**src/rtl/zbt_pixel_writer_pkg.sv**
```systemverilog
// Shared ZBT frame-buffer definitions: frame geometry, bus widths,
// writer FSM encoding and the pixel request bundle.
package zbt_pixel_writer_pkg;

    localparam int FRAME_W = 800;
    localparam int FRAME_H = 600;

    localparam int X_W    = 11;
    localparam int Y_W    = 10;
    localparam int PIX_W  = 16;
    localparam int ZBT_AW = 19;
    localparam int ZBT_DW = 36;

    typedef enum logic [1:0] {
        ST_IDLE    = 2'd0,
        ST_ISSUE   = 2'd1,
        ST_BLOCKED = 2'd2
    } wr_state_t;

    typedef struct packed {
        logic [X_W-1:0]   x;
        logic [Y_W-1:0]   y;
        logic [PIX_W-1:0] pixel;
    } pix_req_t;

    function automatic logic [ZBT_DW-1:0] zbt_word(
        input logic [PIX_W-1:0] pixel
    );
        return {{(ZBT_DW - PIX_W){1'b0}}, pixel};
    endfunction

endpackage

```
**src/rtl/pixel_req_fifo.sv**
```systemverilog
// Small synchronous request FIFO with occupancy count and a
// flush that overrides push and pop.
module pixel_req_fifo #(
    parameter int DEPTH = 4,
    parameter int WIDTH = 37
) (
    input  logic                       clk,
    input  logic                       reset,
    input  logic                       push,
    input  logic                       pop,
    input  logic                       flush,
    input  logic [WIDTH-1:0]           din,
    output logic [WIDTH-1:0]           dout,
    output logic [$clog2(DEPTH+1)-1:0] count
);

    localparam int CW = $clog2(DEPTH + 1);
    localparam int PW = (DEPTH > 1) ? $clog2(DEPTH) : 1;

    logic [WIDTH-1:0] mem [DEPTH];
    logic [PW-1:0]    wr_ptr;
    logic [PW-1:0]    rd_ptr;
    logic             do_push;
    logic             do_pop;

    function automatic logic [PW-1:0] ptr_inc(input logic [PW-1:0] p);
        return (p == PW'(DEPTH - 1)) ? '0 : p + PW'(1);
    endfunction

    assign do_pop  = pop && (count != '0);
    assign do_push = push && ((count != CW'(DEPTH)) || do_pop);
    assign dout    = mem[rd_ptr];

    always_ff @(posedge clk) begin
        if (do_push && !flush) begin
            mem[wr_ptr] <= din;
        end
    end

    always_ff @(posedge clk or negedge reset) begin
        if (!reset) begin
            wr_ptr <= '0;
            rd_ptr <= '0;
            count  <= '0;
        end else if (flush) begin
            wr_ptr <= '0;
            rd_ptr <= '0;
            count  <= '0;
        end else begin
            if (do_push) begin
                wr_ptr <= ptr_inc(wr_ptr);
            end
            if (do_pop) begin
                rd_ptr <= ptr_inc(rd_ptr);
            end
            if (do_push && !do_pop) begin
                count <= count + CW'(1);
            end else if (do_pop && !do_push) begin
                count <= count - CW'(1);
            end
        end
    end

endmodule

```
**src/rtl/zbt_pixel_writer.sv**
```systemverilog
// Buffers pixel writes and issues them to the shared ZBT port
// whenever the display reader does not own it.
module zbt_pixel_writer #(
    parameter int FRAME_W     = zbt_pixel_writer_pkg::FRAME_W,
    parameter int FRAME_H     = zbt_pixel_writer_pkg::FRAME_H,
    parameter int FIFO_DEPTH  = 4,
    parameter int STALL_LIMIT = 1023
) (
    input  logic        clk,
    input  logic        reset,
    input  logic        in_valid,
    output logic        in_ready,
    input  logic [10:0] in_x,
    input  logic [9:0]  in_y,
    input  logic [15:0] in_pixel,
    input  logic        display_req,
    input  logic        flush,
    output logic        zbt_we,
    output logic [18:0] zbt_addr,
    output logic [35:0] zbt_wdata,
    output logic        busy,
    output logic [7:0]  drop_count,
    output logic        stall_err
);

    import zbt_pixel_writer_pkg::*;

    localparam int CW = $clog2(FIFO_DEPTH + 1);
    localparam int SW = $clog2(STALL_LIMIT + 1);

    localparam logic [X_W-1:0]    FW_X = X_W'(FRAME_W);
    localparam logic [Y_W-1:0]    FH_Y = Y_W'(FRAME_H);
    localparam logic [ZBT_AW-1:0] FW_A = ZBT_AW'(FRAME_W);

    wr_state_t         state_q;
    wr_state_t         state_d;
    logic [CW-1:0]     count;
    logic [CW-1:0]     count_next;
    logic [SW-1:0]     dwell_q;
    logic [SW-1:0]     dwell_d;
    pix_req_t          in_req;
    pix_req_t          head;
    pix_req_t          stg_req;
    logic              stg_vld;
    logic [ZBT_AW-1:0] stg_addr;
    logic              accept;
    logic              in_range;
    logic              push;
    logic              pop;
    logic              issue;
    logic              go_idle;

    assign in_ready = count < CW'(FIFO_DEPTH);
    assign accept   = in_valid && in_ready;
    assign in_range = (in_x < FW_X) && (in_y < FH_Y);
    assign push     = accept && in_range && !flush;
    assign pop      = (count != '0) && !display_req && !flush;
    assign issue    = stg_vld && !display_req && !flush;
    assign busy     = (count != '0) || stg_vld;

    assign in_req = '{x: in_x, y: in_y, pixel: in_pixel};

    // Address multiply sits between the pop stage and the output registers.
    assign stg_addr = ZBT_AW'(stg_req.y) * FW_A + ZBT_AW'(stg_req.x);

    pixel_req_fifo #(
        .DEPTH (FIFO_DEPTH),
        .WIDTH ($bits(pix_req_t))
    ) u_fifo (
        .clk   (clk),
        .reset (reset),
        .push  (push),
        .pop   (pop),
        .flush (flush),
        .din   (in_req),
        .dout  (head),
        .count (count)
    );

    always_comb begin
        count_next = count;
        state_d    = state_q;
        dwell_d    = '0;
        if (push && !pop) begin
            count_next = count + CW'(1);
        end else if (pop && !push) begin
            count_next = count - CW'(1);
        end
        go_idle = flush || (count_next == '0);
        unique case (1'b1)
            go_idle:                 state_d = ST_IDLE;
            !go_idle && display_req:  state_d = ST_BLOCKED;
            !go_idle && !display_req: state_d = ST_ISSUE;
        endcase
        if (state_q == ST_BLOCKED && state_d == ST_BLOCKED) begin
            dwell_d = (dwell_q == SW'(STALL_LIMIT)) ? dwell_q : dwell_q + SW'(1);
        end
    end

    always_ff @(posedge clk or negedge reset) begin
        if (!reset) begin
            state_q <= ST_IDLE;
            dwell_q <= '0;
        end else begin
            state_q <= state_d;
            dwell_q <= dwell_d;
        end
    end

    always_ff @(posedge clk or negedge reset) begin
        if (!reset) begin
            stall_err  <= 1'b0;
            drop_count <= '0;
        end else begin
            if (dwell_d == SW'(STALL_LIMIT)) begin
                stall_err <= 1'b1;
            end
            if (accept && !in_range && drop_count != 8'hFF) begin
                drop_count <= drop_count + 8'd1;
            end
        end
    end

    // A popped entry waits here while the display reader owns the port.
    always_ff @(posedge clk or negedge reset) begin
        if (!reset) begin
            stg_vld <= 1'b0;
            stg_req <= '0;
        end else if (flush) begin
            stg_vld <= 1'b0;
        end else if (pop) begin
            stg_vld <= 1'b1;
            stg_req <= head;
        end else if (issue) begin
            stg_vld <= 1'b0;
        end
    end

    always_ff @(posedge clk or negedge reset) begin
        if (!reset) begin
            zbt_we    <= 1'b0;
            zbt_addr  <= '0;
            zbt_wdata <= '0;
        end else begin
            zbt_we <= issue;
            if (issue) begin
                zbt_addr  <= stg_addr;
                zbt_wdata <= zbt_word(stg_req.pixel);
            end
        end
    end

endmodule
```
**config.mk**
```make
export PLATFORM = sky130hd
export DESIGN_NAME = zbt_pixel_writer
export DESIGN_NICKNAME = d
export VERILOG_FILES = /design/src/rtl/zbt_pixel_writer_pkg.sv /design/src/rtl/pixel_req_fifo.sv /design/src/rtl/zbt_pixel_writer.sv
export SDC_FILE = /design/constraint.sdc
export NUM_CORES = 1
export LEC_CHECK = 0
export CELL_PAD_IN_SITES_DETAIL_PLACEMENT = 1
export CELL_PAD_IN_SITES_GLOBAL_PLACEMENT = 1
export CORE_MARGIN = 2
export CORE_UTILIZATION = 40
export DETAILED_ROUTE_END_ITERATION = 12
export PLACE_DENSITY_LB_ADDON = 0.1
export SLEW_MARGIN = 20
export SYNTH_ARGS = -nofsm -noshare
export SYNTH_HDL_FRONTEND = slang
export SYNTH_SLANG_ARGS = --single-unit
```
**constraint.sdc**
```tcl
create_clock -name clk -period 3.9 [get_ports clk]
set_input_delay 0.78 -clock clk [delete_from_list [all_inputs] [get_ports clk]]
set_output_delay 0.78 -clock clk [all_outputs]
set_load 0.005 [all_outputs]
```
==> impl_metrics.yaml, run 1 <==
synthesis:
  syn-cell-area_um2: 11100
  synth_edf_count: 148
  netlist_instances: 761
  ys_seq_area_frac: 0.633
  ys_ff_latch: 250
  synth.avg_cell_area_um2: 14.5
  synth.distinct_cells: 59
  ys_warn_count: 0
  async_reset_ff_frac: 0.408
  ys.flop_type: "edfxtp_1"
worst_setup_path:
  start_kind: "register"
  crit_fanout: 5
  crit_type: "reg2reg"
  arrival_ns: 4.00
  end_kind: "register"
  cp.required_ns: 4.29
pwr:
  irDropWorstVdd_uv: 446
  p_clk_frac: 0.230
  p_comb_frac: 0.436
  p_int_w: 0.00701
  pwr-share-seq: 0.335
  power.switching_w: 0.00388
  p_leak_nw: 5.18
  powerDensity_nw_per_um2: 821
  swShare: 0.357
layout:
  drive_above_1_share: 0.164
  final_cell_mix: "edfxtp_1, nand2_1, dfrtp_1"
  nets: 965
  syn_to_final_growth_pct: 19.9
  antenna_cells: 0
  fillCellCount: 2679
  layout_commonest_cell: "edfxtp_1"
outcome:
  status: "complete, no violations"
detailed_routing:
  drt_pass1_iterations: 4
  vias_per_cell: 5.21
  wirelength_mm: 23.8
  drtAntennaViolNets: 0
  vias: 6418
  avgRoutedWirePerCell_um: 19.3
  drc: 0
  initialDrtViolationCount: 318
die:
  die_w_um: 170
  start_util: 0.409
  num_rows: 60
  fp.dieH_um: 170
  core_um2: 27000
  io_pins: 109
  die-area_um2: 29000
timing:
  fmax_ghz: 0.277
  fin_skew_ns: 0.0164
  rsz0062_at_grt: "no"
  relSlewSlack: 0.319
  tightest_slew_ns: 1.02
  hold_viol: 0
  finalCritPeriodShare: 0.925
  slew_violations: 0
  final.setup.tns_ns: 0
  setup_ws_ns: 0.293
  min_period_ns: 3.61
  setup_viol: 0
cts:
  path_clk_slew_ns: 0.06
  post_cts_buffers: 0
  cts_tree: "done"
  root_buffer: "clkbuf_16"
  ctsHoldBuffers: 0
  clk_latency_ns: 0.54
  clockBufferDepth: 3
  cts_resized: 0
  htreeDepth: 1
  cts_inserted_buffers: 28
  cts_sinks: 250
global_route:
  antenna_found_initial: 0
  grt_usage: 0.170
  grt_pass1_wl_mm: 38.3
  grt_pass1_vias: 6993
  globalRouteOverflowTotal: 0
  grt_max_degree: 57
place:
  place_congestion: 0.734
  hpwlAfterDp_mm: 16.1
  dp_slack_ns: 0.301
  io_buffer_count: 88
run:
  max-cap-violations: 0
hold_path:
  hp-class: "in2async"
[cell usage after synthesis (2+ instances only)]
master,n,area [µm²]
edfxtp_1,148,4440
nand2_1,104,390
dfrtp_1,102,2550
ha_1,48,601
mux2_2,38,428
mux4_2,37,833
inv_1,31,116
nor2_1,25,93.8
a21oi_1,21,105
o21ai_0,21,105
buf_4,20,150
xnor2_1,18,158
clkbuf_1,17,63.8
xor2_1,14,123
nand3_1,10,50.1
nor3_1,9,45.0
and2_1,7,43.8
fa_1,6,120
mux2i_1,6,60.1
nand2b_1,6,37.5
and3_1,5,31.3
nand4_1,5,31.3
nor3b_1,5,37.5
a21o_1,4,30.0
a31oi_1,4,25.0
buf_1,4,15.0
o31ai_1,4,30.0
buf_2,3,15.0
o21a_1,3,22.5
o21bai_1,3,22.5
a211o_1,2,17.5
a311oi_1,2,17.5
and4_1,2,17.5
nor2b_1,2,12.5
[final cells by class]
cell class	instances	area (µm²)	share of cell area
clock buffers	42	785	0.0592
clock inverters	10	95.1	0.00717
inverters	32	120	0.00906
multi-input cells	452	3760	0.284
flip-flops and latches	250	7000	0.528
well taps	341	427	0.0322
repair buffers	105	1070	0.0806
[power groups by stage]
stage	logic, W	clock network (W)	registers [W]
after global routing	0.00542	0.00268	0.00372
after global placement	0.00464	0	0.00368
after CTS	0.00482	0.00257	0.00366
after floorplan	0.00345	0	0.00354
final	0.00474	0.00250	0.00364
after detailed placement	0.00477	0	0.00371
[sequential cells by signal, summed over array words and instances (netlist names)]
signal / cells
zbt_wdata: 16
zbt_addr: 19
stall_err: 1
stg_vld: 1
u_fifo.rd_ptr: 2
u_fifo.mem: 148
u_fifo.count: 3
zbt_we: 1
dwell_q: 10
stg_req: 37
drop_count: 8
state_q: 2
u_fifo.wr_ptr: 2
[stage by stage]
step	util	area (µm²)	instances	hold slack (ns)	power (W)
2_1_floorplan	-	11100	780	0.433	0.00699
3_3_place_gp	0.458	12400	1180	0.446	0.00832
3_5_place_dp	0.458	12400	1180	0.457	0.00849
4_1_cts	0.491	13300	1232	0.300	0.0111
5_1_grt	0.491	13300	1232	0.327	0.0118
6_report	0.491	13300	1232	0.285	0.0109
[worst max-delay path: stages, from the launching register on]
cell	delay [ns]
dfrtp_1	0.42
ha_1	0.32
ha_1	0.30
ha_1	0.32
fa_1	0.52
nand2b_1	0.19
o21a_1	0.18
o31ai_1	0.33
nand4b_1	0.24
a2111oi_2	0.41
xnor2_1	0.16
o21ai_0	0.08
[per-layer routing]
| metal | vias up | wire length (µm) | global-route usage |
|---|---|---|---|
| li1 | 2960 | - | - |
| met2 | 135 | 11800 | 0.297 |
| met5 | - | 0 | 0 |
| met4 | 0 | 360 | 0.0353 |
| met3 | 33 | 973 | 0.0263 |
| met1 | 3290 | 10600 | 0.225 |
[cells by family after synthesis]
group                    after synthesis  synth area share
flip-flops                           250             0.633
AND/OR/NAND/NOR                      191            0.0796
multiplexers                          81             0.119
buffers and inverters                 78            0.0344
AO/OA/AOI/OAI                         74            0.0430
adder cells (fa/ha/maj)               54            0.0652
XOR/XNOR                              32            0.0253
other                                  1          0.000339
[path summary, 6_finish.rpt]
| kind | startpoint | to | slack [ns] | cells after the start |
|---|---|---|---|---|
| max | stg_req[17] | zbt_addr[17] | 0.29 | 11 |
| min | reset | zbt_addr[18] | 0.28 | 1 |
| max reg2reg | stg_req[17] | zbt_addr[17] | 0.29 | 11 |
| min reg2reg | stg_req[14] | zbt_wdata[14] | 0.46 | 2 |
| max in group asynchronous | reset | dwell_q[9] | 2.79 | 2 |
| min in group clk | stg_req[14] | zbt_wdata[14] | 0.46 | 2 |
No activity file was read; power rests on OpenSTA's default activity.
==> inputs of run 2 (changes only) <==
- CTS_BUF_LIST: default -> sky130_fd_sc_hd__clkbuf_8
==> impl_metrics.yaml, run 2 (synthesized netlist as in run 1, its figures left out) <==
place:
  place_congestion: 0.734
  io_buffer_count: 88
  dp_cells: 1180
  hpwlAfterDp_mm: 16.1
cts:
  cts_tree: "done"
  cts_inserted_buffers: 42
  root_buffer: "clkbuf_8"
  post_cts_buffers: 0
  path_clk_slew_ns: 0.06
  htreeDepth: 2
  clk_latency_ns: 0.54
  cts_sinks: 250
  cts_resized: 0
  clockBufferDepth: 3
  ctsHoldBuffers: 0
detailed_routing:
  wirelength_mm: 23.9
  vias: 6485
  drc: 0
  initialDrtViolationCount: 270
  vias_per_cell: 5.16
  drt_pass1_iterations: 4
  drtAntennaViolNets: 0
  avgRoutedWirePerCell_um: 19.0
worst_setup_path:
  r2r_start: "stg_req[17]"
  end_kind: "register"
  rr_endpoint: "zbt_addr[17]"
  cpPeakStageDelay_ns: 0.52
  crit_chain: "ha_1 > ha_1 > ha_1 > fa_1 > nand2b_1 > o21a_1 > o31ai_1 > nand4b_1 > a2111oi_2 > xnor2_1 > o21ai_0"
  cp_num_cells: 11
  crit_slowest_cell: "fa_1"
  arrival_ns: 3.99
  critPathMostFrequentCell: "ha_1"
  crit_fanout: 5
  timing.critical_path.max_delay_family: "adder cells"
  critPathLaunch: "stg_req[17]"
  crit_type: "reg2reg"
  path_buf_inv: 0
  crit_end: "zbt_addr[17]"
  start_kind: "register"
  r2r_slack_ns: 0.28
  cp.required_ns: 4.27
  worstRegToRegCells: 11
outcome:
  status: "complete, no violations"
layout:
  top_register: "u_fifo.mem"
  layout_commonest_cell: "edfxtp_1"
  drive_above_1_share: 0.181
  antenna_cells: 0
  syn_to_final_growth_pct: 20.0
  multi_input_area_um2: 3760
  final_cell_mix: "edfxtp_1, nand2_1, dfrtp_1"
  fillCellCount: 2695
  top_regs: "u_fifo.mem x148, stg_req x37, zbt_addr x19"
  nets: 979
  largest_reg_flops: 148
  stdcell_count: 1257
  regArea_um2: 7000
timing:
  slew_violations: 0
  fmax_ghz: 0.277
  setup_viol: 0
  final.setup.tns_ns: 0
  tightest_slew_ns: 1.05
  rsz0062_at_grt: "no"
  relSlewSlack: 0.303
  min_period_ns: 3.62
  hold_viol: 0
  fin_skew_ns: 0.0316
  finalCritPeriodShare: 0.927
die:
  core_um2: 27000
  num_rows: 60
  io_pins: 109
  fp.dieH_um: 170
  start_util: 0.409
  die-area_um2: 29000
  die_w_um: 170
pwr:
  p_leak_nw: 5.25
  irDropWorstVdd_uv: 436
  powerDensity_nw_per_um2: 815
global_route:
  grt_max_degree: 57
  antenna_found_initial: 0
  grt.met3_usage: 0.0319
  use_met2: 0.301
  grt-busiest-layer: "met2"
  met1_usage: 0.221
  grt_pass1_vias: 7114
  grt_usage: 0.172
  grt_pass1_wl_mm: 38.6
  globalRouteOverflowTotal: 0
hold_path:
  hp-class: "in2async"
run:
  max-cap-violations: 0
-- run 2: metal layers --
| metal | share of wire | wire length (µm) |
|---|---|---|
| met1 | 0.45 | 10600 |
| met2 | 0.50 | 11900 |
| met3 | 0.038 | 899 |
| met4 | 0.018 | 433 |
| met5 | 0 | 0 |
-- run 2: worst min-delay path by stage --
stage / from / to / slack, ns / cells after the start
after global routing: reset / stg_req[9] / 0.33 / 1
after CTS: reset / zbt_addr[7] / 0.29 / 1
final: reset / zbt_addr[7] / 0.29 / 1
after floorplan: stg_req[26] / zbt_addr[0] / 0.43 / 2
after global placement: stg_req[14] / zbt_wdata[14] / 0.45 / 2
after detailed placement: stg_req[28] / zbt_addr[2] / 0.46 / 2
-- run 2: area by class of cell --
cell class,instances,share of cell area
clock buffer,47,0.0488
clock inverter,30,0.0183
inverter,32,0.00905
multi-input combinational,452,0.284
sequential,250,0.528
tap,341,0.0322
timing repair buffer,105,0.0805
-- run 2: power by group --
part	internal [W]	total, W	switching (W)
clock network	0.00138	0.00244	0.00105
logic	0.00230	0.00473	0.00244
registers	0.00325	0.00364	0.000389
total	0.00693	0.0108	0.00388
-- run 2: per-stage QoR --
step / power (W) / instance area [µm²] / setup slack (ns) / utilization / hold WS, ns
floorplan: 0.00699 / 11100 / 0.581 / - / 0.433
global placement: 0.00832 / 12400 / 0.368 / 0.458 / 0.446
detailed placement: 0.00849 / 12400 / 0.301 / 0.458 / 0.457
CTS: 0.0110 / 13300 / 0.269 / 0.491 / 0.292
global route: 0.0118 / 13300 / 0.0276 / 0.491 / 0.329
finish: 0.0108 / 13300 / 0.284 / 0.491 / 0.292
==> inputs of run 3 (changes only) <==
- SYNTH_HIERARCHICAL: default -> 1
==> impl_metrics.yaml, run 3 <==
outcome:
  status: "complete, no violations"
place:
  io_buffer_count: 88
  dp_cells: 1297
  place_congestion: 0.751
  hpwlAfterDp_mm: 17.0
pwr:
  powerDensity_nw_per_um2: 521
  irDropWorstVdd_uv: 261
  p_leak_nw: 5.47
timing:
  tightest_slew_ns: 1.03
  finalCritPeriodShare: 0.920
  fmax_ghz: 0.279
  slew_violations: 0
  min_period_ns: 3.59
  setup_viol: 0
  hold_viol: 0
  final.setup.tns_ns: 0
  rsz0062_at_grt: "no"
  fin_skew_ns: 0.0232
  relSlewSlack: 0.313
global_route:
  globalRouteOverflowTotal: 0
  grt_pass1_wl_mm: 40.9
  grt_pass1_vias: 7571
  grt_max_degree: 61
  antenna_found_initial: 2
  grt_usage: 0.180
layout:
  layout_commonest_cell: "nand2_1"
  syn_to_final_growth_pct: 20.9
  top_register: "u_fifo/mem"
  nets: 1060
  top_regs: "u_fifo/mem x148, stg_req x37, zbt_addr x19"
  stdcell_count: 1378
  final_cell_mix: "nand2_1, edfxtp_1, dfrtp_1"
  drive_above_1_share: 0.142
  largest_reg_flops: 148
cts:
  path_clk_slew_ns: 0.06
  htreeDepth: 2
  cts_sinks: 250
  ctsHoldBuffers: 0
  clockBufferDepth: 3
  root_buffer: "clkbuf_8"
  cts_inserted_buffers: 43
  cts_tree: "done"
  clk_latency_ns: 0.55
worst_setup_path:
  crit_end: "zbt_addr[18]"
  cp.required_ns: 4.32
  arrival_ns: 4.01
  crit_chain: "ha_1 > ha_1 > inv_1 > fa_1 > inv_1 > ha_1 > a21oi_4 > and2_1 > a21boi_0 > nand4b_1 > nor4_2 > xnor2_1 > mux2_2"
  worstRegToRegCells: 13
  cp_num_cells: 13
  timing.critical_path.max_delay_family: "adder cells"
  rr_endpoint: "zbt_addr[18]"
  start_kind: "register"
  r2r_slack_ns: 0.31
  crit_slowest_cell: "fa_1"
  critPathMostFrequentCell: "ha_1"
  critPathLaunch: "stg_req[20]"
  cpPeakStageDelay_ns: 0.49
  crit_fanout: 5
  crit_type: "reg2reg"
  r2r_start: "stg_req[20]"
  path_buf_inv: 2
  end_kind: "register"
synthesis:
  syn-cell-area_um2: 11200
  netlist_instances: 841
  synth.avg_cell_area_um2: 13.3
  async_reset_ff_frac: 0.408
  ys_seq_area_frac: 0.625
  synth_area_leaders: "edfxtp_1, dfrtp_1, mux4_2"
  ys_ff_latch: 250
  synth_edf_count: 148
  synth_top_area_cell: "edfxtp_1"
  synth.distinct_cells: 65
  ys.flop_type: "edfxtp_1"
  ys_warn_count: 6
  yosysMostFrequentCell: "nand2_1"
  synth_top_area_share: 0.397
  synthTopCellsByCount: "nand2_1, edfxtp_1, dfrtp_1"
detailed_routing:
  initialDrtViolationCount: 340
  drc: 0
  wirelength_mm: 25.3
  vias_per_cell: 4.96
  avgRoutedWirePerCell_um: 18.4
  drtAntennaViolNets: 0
  vias: 6831
  drt_pass1_iterations: 4
run:
  max-cap-violations: 0
die:
  start_util: 0.404
  die_w_um: 171
  io_pins: 109
  core_um2: 27700
  num_rows: 61
  die-area_um2: 29400
  fp.dieH_um: 171
hold_path:
  hp-class: "in2async"
-- run 3: cell count changes after synthesis, sizes merged, moves of 5 or more --
cell | previous run | this run
nand2 | 105 | 197
mux2 | 38 | 6
a21oi | 21 | 11
o21ai | 21 | 30
buf | 28 | 34
clkbuf | 18 | 12
a211oi | 1 | 6
inv | 31 | 36
-- run 3: worst min path at each step --
stage                   end  slack, ns  cells after the start
2_1_floorplan   zbt_addr[0]       0.44                      2
3_3_place_gp    zbt_addr[3]       0.45                      2
3_5_place_dp     stg_req[8]       0.46                      2
4_1_cts        zbt_addr[18]       0.37                      1
5_1_grt        zbt_addr[18]       0.38                      1
6_report       zbt_addr[18]       0.34                      1
-- run 3: metrics by stage --
step	util	hold WS (ns)	instance area [µm²]	total power (W)	setup WS [ns]
floorplan	-	0.439	11300	0.00414	0.375
global placement	0.455	0.451	12600	0.00461	0.112
detailed placement	0.455	0.462	12600	0.00467	0.0369
CTS	0.488	0.365	13500	0.00712	0.141
global route	0.489	0.382	13500	0.00750	0.0365
finish	0.489	0.335	13500	0.00705	0.313
-- run 3: layer usage --
| metal | wire length, µm | track usage | up-vias | share of wire |
|---|---|---|---|---|
| met5 | 0 | 0 | - | 0 |
| met4 | 383 | 0.0461 | 0 | 0.015 |
| met3 | 1120 | 0.0387 | 33 | 0.044 |
| met2 | 13000 | 0.317 | 134 | 0.51 |
| met1 | 10800 | 0.225 | 3452 | 0.43 |
| li1 | - | - | 3212 | - |
-- run 3: final cells by class --
| type | count | area [µm²] |
|---|---|---|
| Clock inverter | 27 | 180 |
| Antenna cell | 2 | 5.00 |
| Clock buffer | 52 | 716 |
| Inverter | 38 | 144 |
| Multi-Input combinational cell | 526 | 3890 |
| Tap cell | 378 | 473 |
| Sequential cell | 250 | 7000 |
| Fill cell | 2806 | 14200 |
| Timing Repair Buffer | 105 | 1130 |
-- run 3: cells by family (layout without fill, tap and decap cells) --
logic type	Yosys count	in the layout	share of synthesized area
flip-flops	250	250	0.625
other	1	22	0.000335
XOR/XNOR	32	32	0.0250
adder cells (fa/ha/maj)	54	54	0.0650
AND/OR/NAND/NOR	292	292	0.115
AO/OA/AOI/OAI	81	81	0.0482
buffers and inverters	84	222	0.0378
multiplexers	47	47	0.0840
-- run 3: repair_timing --
item | in CTS | in global routing
setup endpoints to repair | 0 | 3
resized for setup | 0 | 4
setup buffers | 0 | 0
-- run 3: power by group --
| part | internal (W) | total (W) | switching, W |
|---|---|---|---|
| logic | 0.000721 | 0.00157 | 0.000848 |
| registers | 0.00296 | 0.00307 | 0.000116 |
| clock network | 0.00135 | 0.00241 | 0.00106 |
